<file path="src/rtl/control_unit_if.sv">
// control_unit_if
// Bundles the instruction handshake and the datapath control signals of the
// RV64 control unit so the FSM and its environment share one port.
//
// Signals:
//   cu_instr / cu_instr_valid / cu_instr_ready : instruction valid/ready handshake
//   cu_alu_zero                                : ALU result == 0, from the datapath
//   cu_rf_addr_a / cu_rf_addr_b / cu_rf_write_addr / cu_rf_write_en : register file
//   cu_immediate                               : sign-extended immediate
//   cu_mux_0_sel / cu_mux_1_sel / cu_mux_2_sel : datapath mux selects
//   cu_alu_operation                           : 0 add, 1 sub, 2 and, 3 or, 4 xor
//   cu_dm_write_en                             : data-memory write strobe
//   cu_branch_taken / cu_illegal               : one-cycle status pulses
//
// Modports:
//   slave  : the control unit itself
//   master : the instruction source / datapath driving it
interface control_unit_if #(
    parameter int WORDSIZE = 64
);
    logic [31:0]         cu_instr;
    logic                cu_instr_valid;
    logic                cu_instr_ready;
    logic                cu_alu_zero;
    logic [4:0]          cu_rf_addr_a;
    logic [4:0]          cu_rf_addr_b;
    logic [4:0]          cu_rf_write_addr;
    logic                cu_rf_write_en;
    logic [WORDSIZE-1:0] cu_immediate;
    logic                cu_mux_0_sel;
    logic                cu_mux_1_sel;
    logic                cu_mux_2_sel;
    logic [2:0]          cu_alu_operation;
    logic                cu_dm_write_en;
    logic                cu_branch_taken;
    logic                cu_illegal;

    modport slave (
        input  cu_instr, cu_instr_valid, cu_alu_zero,
        output cu_instr_ready, cu_rf_addr_a, cu_rf_addr_b, cu_rf_write_addr,
               cu_rf_write_en, cu_immediate, cu_mux_0_sel, cu_mux_1_sel,
               cu_mux_2_sel, cu_alu_operation, cu_dm_write_en,
               cu_branch_taken, cu_illegal
    );

    modport master (
        output cu_instr, cu_instr_valid, cu_alu_zero,
        input  cu_instr_ready, cu_rf_addr_a, cu_rf_addr_b, cu_rf_write_addr,
               cu_rf_write_en, cu_immediate, cu_mux_0_sel, cu_mux_1_sel,
               cu_mux_2_sel, cu_alu_operation, cu_dm_write_en,
               cu_branch_taken, cu_illegal
    );
endinterface

</file>
<file path="src/rtl/control_unit.sv">
// control_unit
// Multi-cycle RV64 control FSM. Accepts one instruction per valid/ready
// handshake, decodes it and walks the datapath through EXEC / MEM / WB,
// one state per clock. Supports ADD, SUB, AND, OR, XOR, ADDI, LD, SD, BEQ.
//
// Ports:
//   cu_clk   : clock, all state updates on the rising edge
//   cu_rst_n : asynchronous active-low reset
//   bus      : control_unit_if.slave (handshake, ALU zero flag, all control outputs)
//
// Parameter WORDSIZE must match the WORDSIZE of the connected interface.
module control_unit #(
    parameter int WORDSIZE = 64
) (
    input  logic          cu_clk,
    input  logic          cu_rst_n,
    control_unit_if.slave bus
);

    typedef enum logic [2:0] {
        IDLE,
        DECODE,
        EXEC,
        MEM,
        WB
    } state_t;

    // What the instruction needs after DECODE; decides the state sequence.
    typedef enum logic [1:0] {
        KIND_REG,
        KIND_LOAD,
        KIND_STORE,
        KIND_BRANCH
    } kind_t;

    localparam logic [2:0] ALU_ADD = 3'd0;
    localparam logic [2:0] ALU_SUB = 3'd1;
    localparam logic [2:0] ALU_AND = 3'd2;
    localparam logic [2:0] ALU_OR  = 3'd3;
    localparam logic [2:0] ALU_XOR = 3'd4;

    localparam logic [6:0] OP_REG    = 7'b0110011;
    localparam logic [6:0] OP_IMM    = 7'b0010011;
    localparam logic [6:0] OP_LOAD   = 7'b0000011;
    localparam logic [6:0] OP_STORE  = 7'b0100011;
    localparam logic [6:0] OP_BRANCH = 7'b1100011;

    state_t              state;
    kind_t               kind_q;
    logic                ready_q;
    logic                illegal_q;
    logic                rf_write_en_q;
    logic                dm_write_en_q;
    logic                branch_arm_q;
    logic [4:0]          addr_a_q;
    logic [4:0]          addr_b_q;
    logic [4:0]          write_addr_q;
    logic [WORDSIZE-1:0] immediate_q;
    logic                mux_1_q;
    logic                mux_2_q;
    logic [2:0]          alu_op_q;

    logic [6:0] opcode;
    logic [2:0] funct3;
    logic [6:0] funct7;
    logic [4:0] rd;
    logic [4:0] rs1;
    logic [4:0] rs2;

    assign opcode = bus.cu_instr[6:0];
    assign rd     = bus.cu_instr[11:7];
    assign funct3 = bus.cu_instr[14:12];
    assign rs1    = bus.cu_instr[19:15];
    assign rs2    = bus.cu_instr[24:20];
    assign funct7 = bus.cu_instr[31:25];

    logic                dec_legal;
    kind_t               dec_kind;
    logic [4:0]          dec_addr_b;
    logic [4:0]          dec_write_addr;
    logic [WORDSIZE-1:0] dec_imm;
    logic                dec_mux_1;
    logic                dec_mux_2;
    logic [2:0]          dec_alu_op;

    // Decode the word on the bus so the field registers are already valid
    // during the DECODE cycle. Stores and branches have no destination, so
    // their write address is forced to 0 instead of exposing immediate bits.
    always_comb begin
        dec_legal      = 1'b0;
        dec_kind       = KIND_REG;
        dec_addr_b     = 5'd0;
        dec_write_addr = rd;
        dec_imm        = '0;
        dec_mux_1      = 1'b0;
        dec_mux_2      = 1'b0;
        dec_alu_op     = ALU_ADD;
        case (opcode)
            OP_REG: begin
                dec_addr_b = rs2;
                dec_mux_1  = 1'b1;
                if (funct7 == 7'h00) begin
                    dec_legal = 1'b1;
                    case (funct3)
                        3'b000:  dec_alu_op = ALU_ADD;
                        3'b111:  dec_alu_op = ALU_AND;
                        3'b110:  dec_alu_op = ALU_OR;
                        3'b100:  dec_alu_op = ALU_XOR;
                        default: dec_legal  = 1'b0;
                    endcase
                end else if (funct7 == 7'h20 && funct3 == 3'b000) begin
                    dec_legal  = 1'b1;
                    dec_alu_op = ALU_SUB;
                end
            end
            OP_IMM: begin
                dec_legal = (funct3 == 3'b000);
                dec_imm   = {{(WORDSIZE-12){bus.cu_instr[31]}}, bus.cu_instr[31:20]};
            end
            OP_LOAD: begin
                dec_legal = (funct3 == 3'b011);
                dec_kind  = KIND_LOAD;
                dec_mux_2 = 1'b1;
                dec_imm   = {{(WORDSIZE-12){bus.cu_instr[31]}}, bus.cu_instr[31:20]};
            end
            OP_STORE: begin
                dec_legal      = (funct3 == 3'b011);
                dec_kind       = KIND_STORE;
                dec_addr_b     = rs2;
                dec_write_addr = 5'd0;
                dec_imm        = {{(WORDSIZE-12){bus.cu_instr[31]}},
                                  bus.cu_instr[31:25], bus.cu_instr[11:7]};
            end
            OP_BRANCH: begin
                dec_legal      = (funct3 == 3'b000);
                dec_kind       = KIND_BRANCH;
                dec_addr_b     = rs2;
                dec_write_addr = 5'd0;
                dec_mux_1      = 1'b1;
                dec_alu_op     = ALU_SUB;
                dec_imm        = {{(WORDSIZE-13){bus.cu_instr[31]}}, bus.cu_instr[31],
                                  bus.cu_instr[7], bus.cu_instr[30:25],
                                  bus.cu_instr[11:8], 1'b0};
            end
            default: dec_legal = 1'b0;
        endcase
    end

    // Main FSM. Every output is a flop loaded on the edge that enters the
    // state in which it must be visible, so strobes depend on state only.
    // Field registers load on accept (legal words only) and then hold.
    always_ff @(posedge cu_clk or negedge cu_rst_n) begin
        if (!cu_rst_n) begin
            state         <= IDLE;
            kind_q        <= KIND_REG;
            ready_q       <= 1'b1;
            illegal_q     <= 1'b0;
            rf_write_en_q <= 1'b0;
            dm_write_en_q <= 1'b0;
            branch_arm_q  <= 1'b0;
            addr_a_q      <= 5'd0;
            addr_b_q      <= 5'd0;
            write_addr_q  <= 5'd0;
            immediate_q   <= '0;
            mux_1_q       <= 1'b0;
            mux_2_q       <= 1'b0;
            alu_op_q      <= ALU_ADD;
        end else begin
            case (state)
                IDLE: begin
                    if (bus.cu_instr_valid) begin
                        state     <= DECODE;
                        ready_q   <= 1'b0;
                        kind_q    <= dec_kind;
                        illegal_q <= !dec_legal;
                        if (dec_legal) begin
                            addr_a_q     <= rs1;
                            addr_b_q     <= dec_addr_b;
                            write_addr_q <= dec_write_addr;
                            immediate_q  <= dec_imm;
                            mux_1_q      <= dec_mux_1;
                            mux_2_q      <= dec_mux_2;
                            alu_op_q     <= dec_alu_op;
                        end
                    end
                end
                DECODE: begin
                    illegal_q <= 1'b0;
                    if (illegal_q) begin
                        state   <= IDLE;
                        ready_q <= 1'b1;
                    end else begin
                        state        <= EXEC;
                        branch_arm_q <= (kind_q == KIND_BRANCH);
                    end
                end
                EXEC: begin
                    branch_arm_q <= 1'b0;
                    if (kind_q == KIND_REG) begin
                        state         <= WB;
                        rf_write_en_q <= (write_addr_q != 5'd0);
                    end else if (kind_q == KIND_BRANCH) begin
                        state   <= IDLE;
                        ready_q <= 1'b1;
                    end else begin
                        state         <= MEM;
                        dm_write_en_q <= (kind_q == KIND_STORE);
                    end
                end
                MEM: begin
                    dm_write_en_q <= 1'b0;
                    if (kind_q == KIND_LOAD) begin
                        state         <= WB;
                        rf_write_en_q <= (write_addr_q != 5'd0);
                    end else begin
                        state   <= IDLE;
                        ready_q <= 1'b1;
                    end
                end
                WB: begin
                    rf_write_en_q <= 1'b0;
                    state         <= IDLE;
                    ready_q       <= 1'b1;
                end
                default: begin
                    state         <= IDLE;
                    ready_q       <= 1'b1;
                    illegal_q     <= 1'b0;
                    rf_write_en_q <= 1'b0;
                    dm_write_en_q <= 1'b0;
                    branch_arm_q  <= 1'b0;
                end
            endcase
        end
    end

    // The branch outcome is only known from the ALU during EXEC itself,
    // so the registered EXEC-of-BEQ flag is gated with the live zero flag.
    assign bus.cu_branch_taken = branch_arm_q & bus.cu_alu_zero;

    // ALU input A is always rs1 for the supported instruction subset.
    assign bus.cu_mux_0_sel     = 1'b0;
    assign bus.cu_instr_ready   = ready_q;
    assign bus.cu_illegal       = illegal_q;
    assign bus.cu_rf_write_en   = rf_write_en_q;
    assign bus.cu_dm_write_en   = dm_write_en_q;
    assign bus.cu_rf_addr_a     = addr_a_q;
    assign bus.cu_rf_addr_b     = addr_b_q;
    assign bus.cu_rf_write_addr = write_addr_q;
    assign bus.cu_immediate     = immediate_q;
    assign bus.cu_mux_1_sel     = mux_1_q;
    assign bus.cu_mux_2_sel     = mux_2_q;
    assign bus.cu_alu_operation = alu_op_q;

endmodule

</file>
<file path="src/flat_wrapper.sv">
// flat-port wrapper written by rule: the top's interface ports become plain ports
module control_unit_flat 
#(
    parameter int WORDSIZE = 64
)
  (cu_clk, cu_rst_n, bus_cu_instr, bus_cu_instr_valid, bus_cu_alu_zero, bus_cu_instr_ready, bus_cu_rf_addr_a, bus_cu_rf_addr_b, bus_cu_rf_write_addr, bus_cu_rf_write_en, bus_cu_immediate, bus_cu_mux_0_sel, bus_cu_mux_1_sel, bus_cu_mux_2_sel, bus_cu_alu_operation, bus_cu_dm_write_en, bus_cu_branch_taken, bus_cu_illegal);
  control_unit_if #(.WORDSIZE(WORDSIZE)) bus_i ();
  input  logic cu_clk;
  input  logic cu_rst_n;
  input wire logic [$bits(bus_i.cu_instr)-1:0] bus_cu_instr;
  input wire logic [$bits(bus_i.cu_instr_valid)-1:0] bus_cu_instr_valid;
  input wire logic [$bits(bus_i.cu_alu_zero)-1:0] bus_cu_alu_zero;
  output wire logic [$bits(bus_i.cu_instr_ready)-1:0] bus_cu_instr_ready;
  output wire logic [$bits(bus_i.cu_rf_addr_a)-1:0] bus_cu_rf_addr_a;
  output wire logic [$bits(bus_i.cu_rf_addr_b)-1:0] bus_cu_rf_addr_b;
  output wire logic [$bits(bus_i.cu_rf_write_addr)-1:0] bus_cu_rf_write_addr;
  output wire logic [$bits(bus_i.cu_rf_write_en)-1:0] bus_cu_rf_write_en;
  output wire logic [$bits(bus_i.cu_immediate)-1:0] bus_cu_immediate;
  output wire logic [$bits(bus_i.cu_mux_0_sel)-1:0] bus_cu_mux_0_sel;
  output wire logic [$bits(bus_i.cu_mux_1_sel)-1:0] bus_cu_mux_1_sel;
  output wire logic [$bits(bus_i.cu_mux_2_sel)-1:0] bus_cu_mux_2_sel;
  output wire logic [$bits(bus_i.cu_alu_operation)-1:0] bus_cu_alu_operation;
  output wire logic [$bits(bus_i.cu_dm_write_en)-1:0] bus_cu_dm_write_en;
  output wire logic [$bits(bus_i.cu_branch_taken)-1:0] bus_cu_branch_taken;
  output wire logic [$bits(bus_i.cu_illegal)-1:0] bus_cu_illegal;
  assign bus_i.cu_instr = bus_cu_instr;
  assign bus_i.cu_instr_valid = bus_cu_instr_valid;
  assign bus_i.cu_alu_zero = bus_cu_alu_zero;
  assign bus_cu_instr_ready = bus_i.cu_instr_ready;
  assign bus_cu_rf_addr_a = bus_i.cu_rf_addr_a;
  assign bus_cu_rf_addr_b = bus_i.cu_rf_addr_b;
  assign bus_cu_rf_write_addr = bus_i.cu_rf_write_addr;
  assign bus_cu_rf_write_en = bus_i.cu_rf_write_en;
  assign bus_cu_immediate = bus_i.cu_immediate;
  assign bus_cu_mux_0_sel = bus_i.cu_mux_0_sel;
  assign bus_cu_mux_1_sel = bus_i.cu_mux_1_sel;
  assign bus_cu_mux_2_sel = bus_i.cu_mux_2_sel;
  assign bus_cu_alu_operation = bus_i.cu_alu_operation;
  assign bus_cu_dm_write_en = bus_i.cu_dm_write_en;
  assign bus_cu_branch_taken = bus_i.cu_branch_taken;
  assign bus_cu_illegal = bus_i.cu_illegal;
  control_unit #(.WORDSIZE(WORDSIZE)) u_core (.cu_clk(cu_clk), .cu_rst_n(cu_rst_n), .bus(bus_i));
endmodule
</file>
<file path="config.mk">
export PLATFORM = sky130hd
export DESIGN_NAME = control_unit_flat
export DESIGN_NICKNAME = d
export VERILOG_FILES = /design/src/rtl/control_unit_if.sv /design/src/rtl/control_unit.sv /design/src/flat_wrapper.sv
export SDC_FILE = /design/constraint.sdc
export NUM_CORES = 1
export LEC_CHECK = 0
export BUFFER_PORTS_ARGS = -buffer_cell sky130_fd_sc_hd__buf_2
export CAP_MARGIN = 20
export CORE_MARGIN = 4
export CORE_UTILIZATION = 47
export DETAILED_ROUTE_END_ITERATION = 8
export PLACE_DENSITY = 0.79
export SLEW_MARGIN = 40
export SYNTH_ARGS = -nofsm -noshare
export SYNTH_HDL_FRONTEND = slang
export SYNTH_SLANG_ARGS = --single-unit
export TNS_END_PERCENT = 100
</file>
<file path="constraint.sdc">
create_clock -name cu_clk -period 2.3 [get_ports cu_clk]
set_input_delay 0.46 -clock cu_clk [delete_from_list [all_inputs] [get_ports cu_clk]]
set_output_delay 0.46 -clock cu_clk [all_outputs]
set_load 0.02 [all_outputs]
</file>
# ---- Word level (Yosys, flattened, before mapping)
# Cells that the tools add are included.
dict set report op_classes {
  bitwise_logic 5
  eq_ne 26
  muxes 36
  reduce_logical 25
}
# cell count
set op_table {}
lappend op_table {{$pmux W64 S3} 1}
lappend op_table {{$eq A7 B6 Y1 const B} 3}
lappend op_table {{$mux W1} 17}
lappend op_table {{$eq A3 B3 Y1 const B} 4}
lappend op_table {{$mux W3} 4}
lappend op_table {{$pmux W3 S4} 1}
lappend op_table {{$reduce_or A2 Y1} 6}
lappend op_table {{$reduce_or A3 Y1} 4}
lappend op_table {{$mux W5} 2}
lappend op_table {{$ne A2 B2 Y1 const B} 5}
lappend op_table {{$eq A3 B2 Y1 const B} 3}
lappend op_table {{$pmux W3 S3} 1}
lappend op_table {{$reduce_and A3 Y1} 3}
lappend op_table {{$ne A2 B1 Y1 const B} 4}
lappend op_table {{$eq A7 B2 Y1 const B} 1}
lappend op_table {{$eq A7 B5 Y1 const B} 1}
lappend op_table {{$eq A7 B7 Y1 const B} 1}
lappend op_table {{$logic_not A7 Y1} 1}
lappend op_table {{$logic_not A3 Y1} 2}
lappend op_table {{$pmux W1 S2} 3}
lappend op_table {{$pmux W1 S3} 2}
lappend op_table {{$pmux W2 S3} 1}
lappend op_table {{$pmux W3 S2} 1}
lappend op_table {{$reduce_and A2 Y1} 3}
lappend op_table {{13 further kinds} 18}
dict set report totals {
  wordCells 106
  reg_bits 94
  output_inout_bits 90
  input_bits 36
}

# ---- Depth between registers and ports, before layout
dict set report logic_depth {
  depth_word 8
  ltp_mapped 7
  mapped_depth_nobuf 6
}

# ---- Least setup slack after synthesis
# No wires, ideal clock.
dict set report synth_timing {
  path_type {register -> output}
  start {reg, netlist name u_core.bus.cu_immediate[62]}
  end {out bus_cu_immediate[13]}
  t_required_ns 1.840
  arrival_ns 1.488
  n_path_buf 1
  stages_incl_launch_ff 2
  path_slack_ns 0.352
  path_cell_list {dfrtp_1 > buf_4}
}
# element line
set synth_rtl {}
lappend synth_rtl {{end, declared} flat_wrapper.sv:18} ;# output wire logic [$bits(bus_i.cu_immediate)-1:0] bus_cu_immediate;

# ---- Worst setup path after layout
dict set report layout_timing {
  start {reg u_core.state[1]}
  end {reg u_core.addr_a_q[4], in the netlist u_core.bus.cu_rf_addr_a[4]}
}
dict set report layout_via {
  elab_chain_len 2
}
# element line
set layout_rtl {}
lappend layout_rtl {{start, declared} control_unit.sv:48} ;# state_t state;
lappend layout_rtl {{start signal, assigned} control_unit.sv:154} ;# state <= IDLE;
lappend layout_rtl {{start signal, assigned} control_unit.sv:172} ;# state <= DECODE;
lappend layout_rtl {{start signal, assigned} control_unit.sv:190} ;# state <= IDLE;
lappend layout_rtl {{$logic_not A3 Y1} control_unit.sv:169} ;# case (state)
lappend layout_rtl {{$reduce_and A3 Y1 (no source line)} n/a}
lappend layout_rtl {{end signal, assigned} control_unit.sv:177} ;# addr_a_q <= rs1;
lappend layout_rtl {{end, declared} control_unit.sv:55} ;# logic [4:0] addr_a_q;
# Every way passes these cells.
# A chain may end at the register's enable or synchronous reset.

==> results.sh <==
export IMPL_grt_total_usage_pct=17.0
export IMPL_numCtsBuffers=5
export IMPL_cts_tree="yes"
export IMPL_drt_iter0_drc=92
export IMPL_num_rows=27
export IMPL_syn_to_final_growth_pct=16.0
export IMPL_pwr_share_comb_pct=37.2
export IMPL_ys_seq_area_share_pct=40.2
export IMPL_hold_buffers=0
export IMPL_die_y_um=83.5
export IMPL_avgSynthCellArea_um2=9.71
export IMPL_drive_above_1_share_pct=45.4
export IMPL_dpl_worst_slack_ps=167
export IMPL_cp_start_kind="register"
export IMPL_period_minus_slack_ps=1930
export IMPL_holdWs_ps=60.4
export IMPL_cts_root_buffer="clkbuf_8"
export IMPL_syn_area_um2=2680
export IMPL_wire_per_inst_um=13.9
export IMPL_synth_cell_types=41
export IMPL_setup_tns_ps=0
export IMPL_seq_power_share_pct=41.5
export IMPL_cts_setup_buffers=0
export IMPL_clk_latency_ps=300
export IMPL_power_switching_mw=0.875
export IMPL_hold_viol_final=0
export IMPL_finalNonFillerCells=427
export IMPL_final_nets=394
export IMPL_worstPathMaxFanout=27
export IMPL_ios=126
export IMPL_h_tree_depth=2
export IMPL_slowest_stage="or3_1"
export IMPL_dpl_cell_area_um2=3020
export IMPL_synthArstFlopShare_pct=100
export IMPL_design_core_area_um2=5510
export IMPL_finalPower_mw=2.24
export IMPL_portBuffers=124
export IMPL_max_freq_ghz=0.517
export IMPL_firstDrtPassIters=4
export IMPL_cp_arrival_ps=2120
export IMPL_grt_ovfl_total=0
export IMPL_cts_sinks=43
export IMPL_cp_end_kind="register"
export IMPL_fin_ws_ps=366
export IMPL_die_width_um=83.5
export IMPL_final_util_pct=56.5
export IMPL_routed_via_density=4.79
export IMPL_dpl_hpwl_mm=4.65
export IMPL_num_antenna_cells=0
export IMPL_min_path_type="in -> async"
export IMPL_clkPwrFrac_pct=21.3
export IMPL_die_area_um2=6970
export IMPL_skew_ps=6.29
export IMPL_clock_path_buffers=2
export IMPL_grt_pass1_vias=1968
export IMPL_antenna_found_initial=0
export IMPL_swShare_pct=39.1
export IMPL_cts_repair_resized=0
export IMPL_p_int_mw=1.36
export IMPL_max_slew_worst_pin_slew_ps=534
export IMPL_status="complete, no violations"
export IMPL_grt_pass1_wl_mm=9.73
export IMPL_clk_pin_slew_worst_paths_ps=90
export IMPL_slew_headroom_pct=64.1
export IMPL_max_vdd_ir_drop_mv=0.348
export IMPL_crit_chain="nand2b_1 -> or3_1 -> nor2_1 -> o21ai_4 -> buf_12 -> mux2_4"
export IMPL_grt_max_degree=54
export IMPL_drc=0
export IMPL_syn_num_nets=316
export IMPL_dominantRegCellSynth="dfrtp_1"
export IMPL_initial_utilization_pct=48.7
export IMPL_powerDensity_nw_per_um2=720
export IMPL_r2r_cells=6
export IMPL_post_route_period_util_pct=84.1
export IMPL_synthCells=276
export IMPL_path_class="reg -> reg"
export IMPL_dp_cells=419
export IMPL_rrSetupSlack_ps=370
export IMPL_synth_edff_count=0
export IMPL_wl_mm=5.94
export IMPL_p_leak_nw=1.73
export IMPL_maxCapViolCount=0
export IMPL_final_antenna_net_count=0
export IMPL_vias=2046
export IMPL_required_ps=2480
export IMPL_synth_seq_cells=43
export IMPL_fin_area_um2=3110
export IMPL_rsz0062_at_grt="no"
export IMPL_yosys_warnings=0
export IMPL_cpPeakStageDelay_ps=420
export IMPL_drv_slew=0
export IMPL_place_congestion=0.821
export IMPL_setup_viol=0
==> Yosys cell counts (5+ instances only) <==
| cell type | number | area [um^2] |
|---|---|---|
| buf_4 | 53 | 398 |
| dfrtp_1 | 42 | 1050 |
| nand2_1 | 28 | 105 |
| inv_1 | 24 | 90.1 |
| mux2i_1 | 17 | 170 |
| a21oi_1 | 15 | 75.1 |
| nor2_1 | 15 | 56.3 |
| mux2_4 | 13 | 195 |
| nor3_1 | 6 | 30.0 |
| mux2_2 | 5 | 56.3 |
| nand2b_1 | 5 | 31.3 |
==> cells by family after synthesis <==
logic type / share of synthesized area (%)
other: 0.140
and+or+nand+nor: 13.7
muxes: 15.7
AOI/OAI and AO/OA: 8.03
adders and majority gates: 1.87
buffers and inverters: 20.0
xor gates and xnor gates: 0.327
DFF: 40.2
==> path summary, 6_finish.rpt <==
| kind | to | start |
|---|---|---|
| setup / recovery | u_core.bus.cu_rf_addr_a[4] | u_core.state[1] |
| hold / removal | u_core.state[0] | cu_rst_n |
| setup reg to reg | u_core.bus.cu_rf_addr_a[4] | u_core.state[1] |
| hold reg to reg | u_core.bus.cu_alu_operation[1] | u_core.bus.cu_alu_operation[1] |
| max in group asynchronous | u_core.bus.cu_immediate[6] | cu_rst_n |
| min in group cu_clk | u_core.bus.cu_rf_addr_a[2] | bus_cu_instr[17] |
==> power by group through the flow <==
stage	sequential, mW	combinational, mW	clock, mW
floorplan	1.02	0.609	0
global placement	0.939	0.825	0
detailed placement	0.940	0.840	0
CTS	0.926	0.843	0.481
global route	0.942	0.918	0.518
finish	0.929	0.833	0.478
==> area by class of cell <==
type                            instances  area [um^2]
Fill cell                             508         2400
Sequential cell                        43         1080
Multi-Input combinational cell        148         1070
Timing Repair Buffer                  132          693
Inverter                               24         90.1
Tap cell                               72         90.1
Clock buffer                            6         72.6
Clock inverter                          2         12.5
==> cell usage in the layout (no fill, tap or decap), types with 6 or more instances in the layout <==
cell type and count:
nand2_1 28, buf_4 7, mux2i_1 17, mux2_4 13, nor3_1 6, nor2_1 15, buf_2 124, a21oi_1 15
dfrtp_1 42, inv_1 24
==> layer usage <==
layer	GRT usage, %	part of all wire, %
met5	0	0
met4	4.53	1.1
met3	4.64	7.1
met2	27.6	48
met1	22.6	44
==> flip-flops by register name (all words and copies together) (netlist names) <==
register                     count
u_core.branch_arm_q              1
u_core.bus.cu_alu_operation      3
u_core.bus.cu_dm_write_en        1
u_core.bus.cu_illegal            1
u_core.bus.cu_immediate         13
u_core.bus.cu_instr_ready        1
u_core.bus.cu_mux_1_sel          1
u_core.bus.cu_mux_2_sel          1
u_core.bus.cu_rf_addr_a          5
u_core.bus.cu_rf_addr_b          5
u_core.bus.cu_rf_write_addr      5
u_core.bus.cu_rf_write_en        1
u_core.kind_q                    2
u_core.state                     3
==> worst max-delay path, delay by kind of cell, from the launching register on <==
| kind | cells | cell delay [ps] |
|---|---|---|
| simple gates | 3 | 830 |
| mux | 1 | 310 |
| flops | 1 | 380 |
| buf+inv | 1 | 200 |
| compound gates | 1 | 100 |
Power figures use the tool's default switching activity.
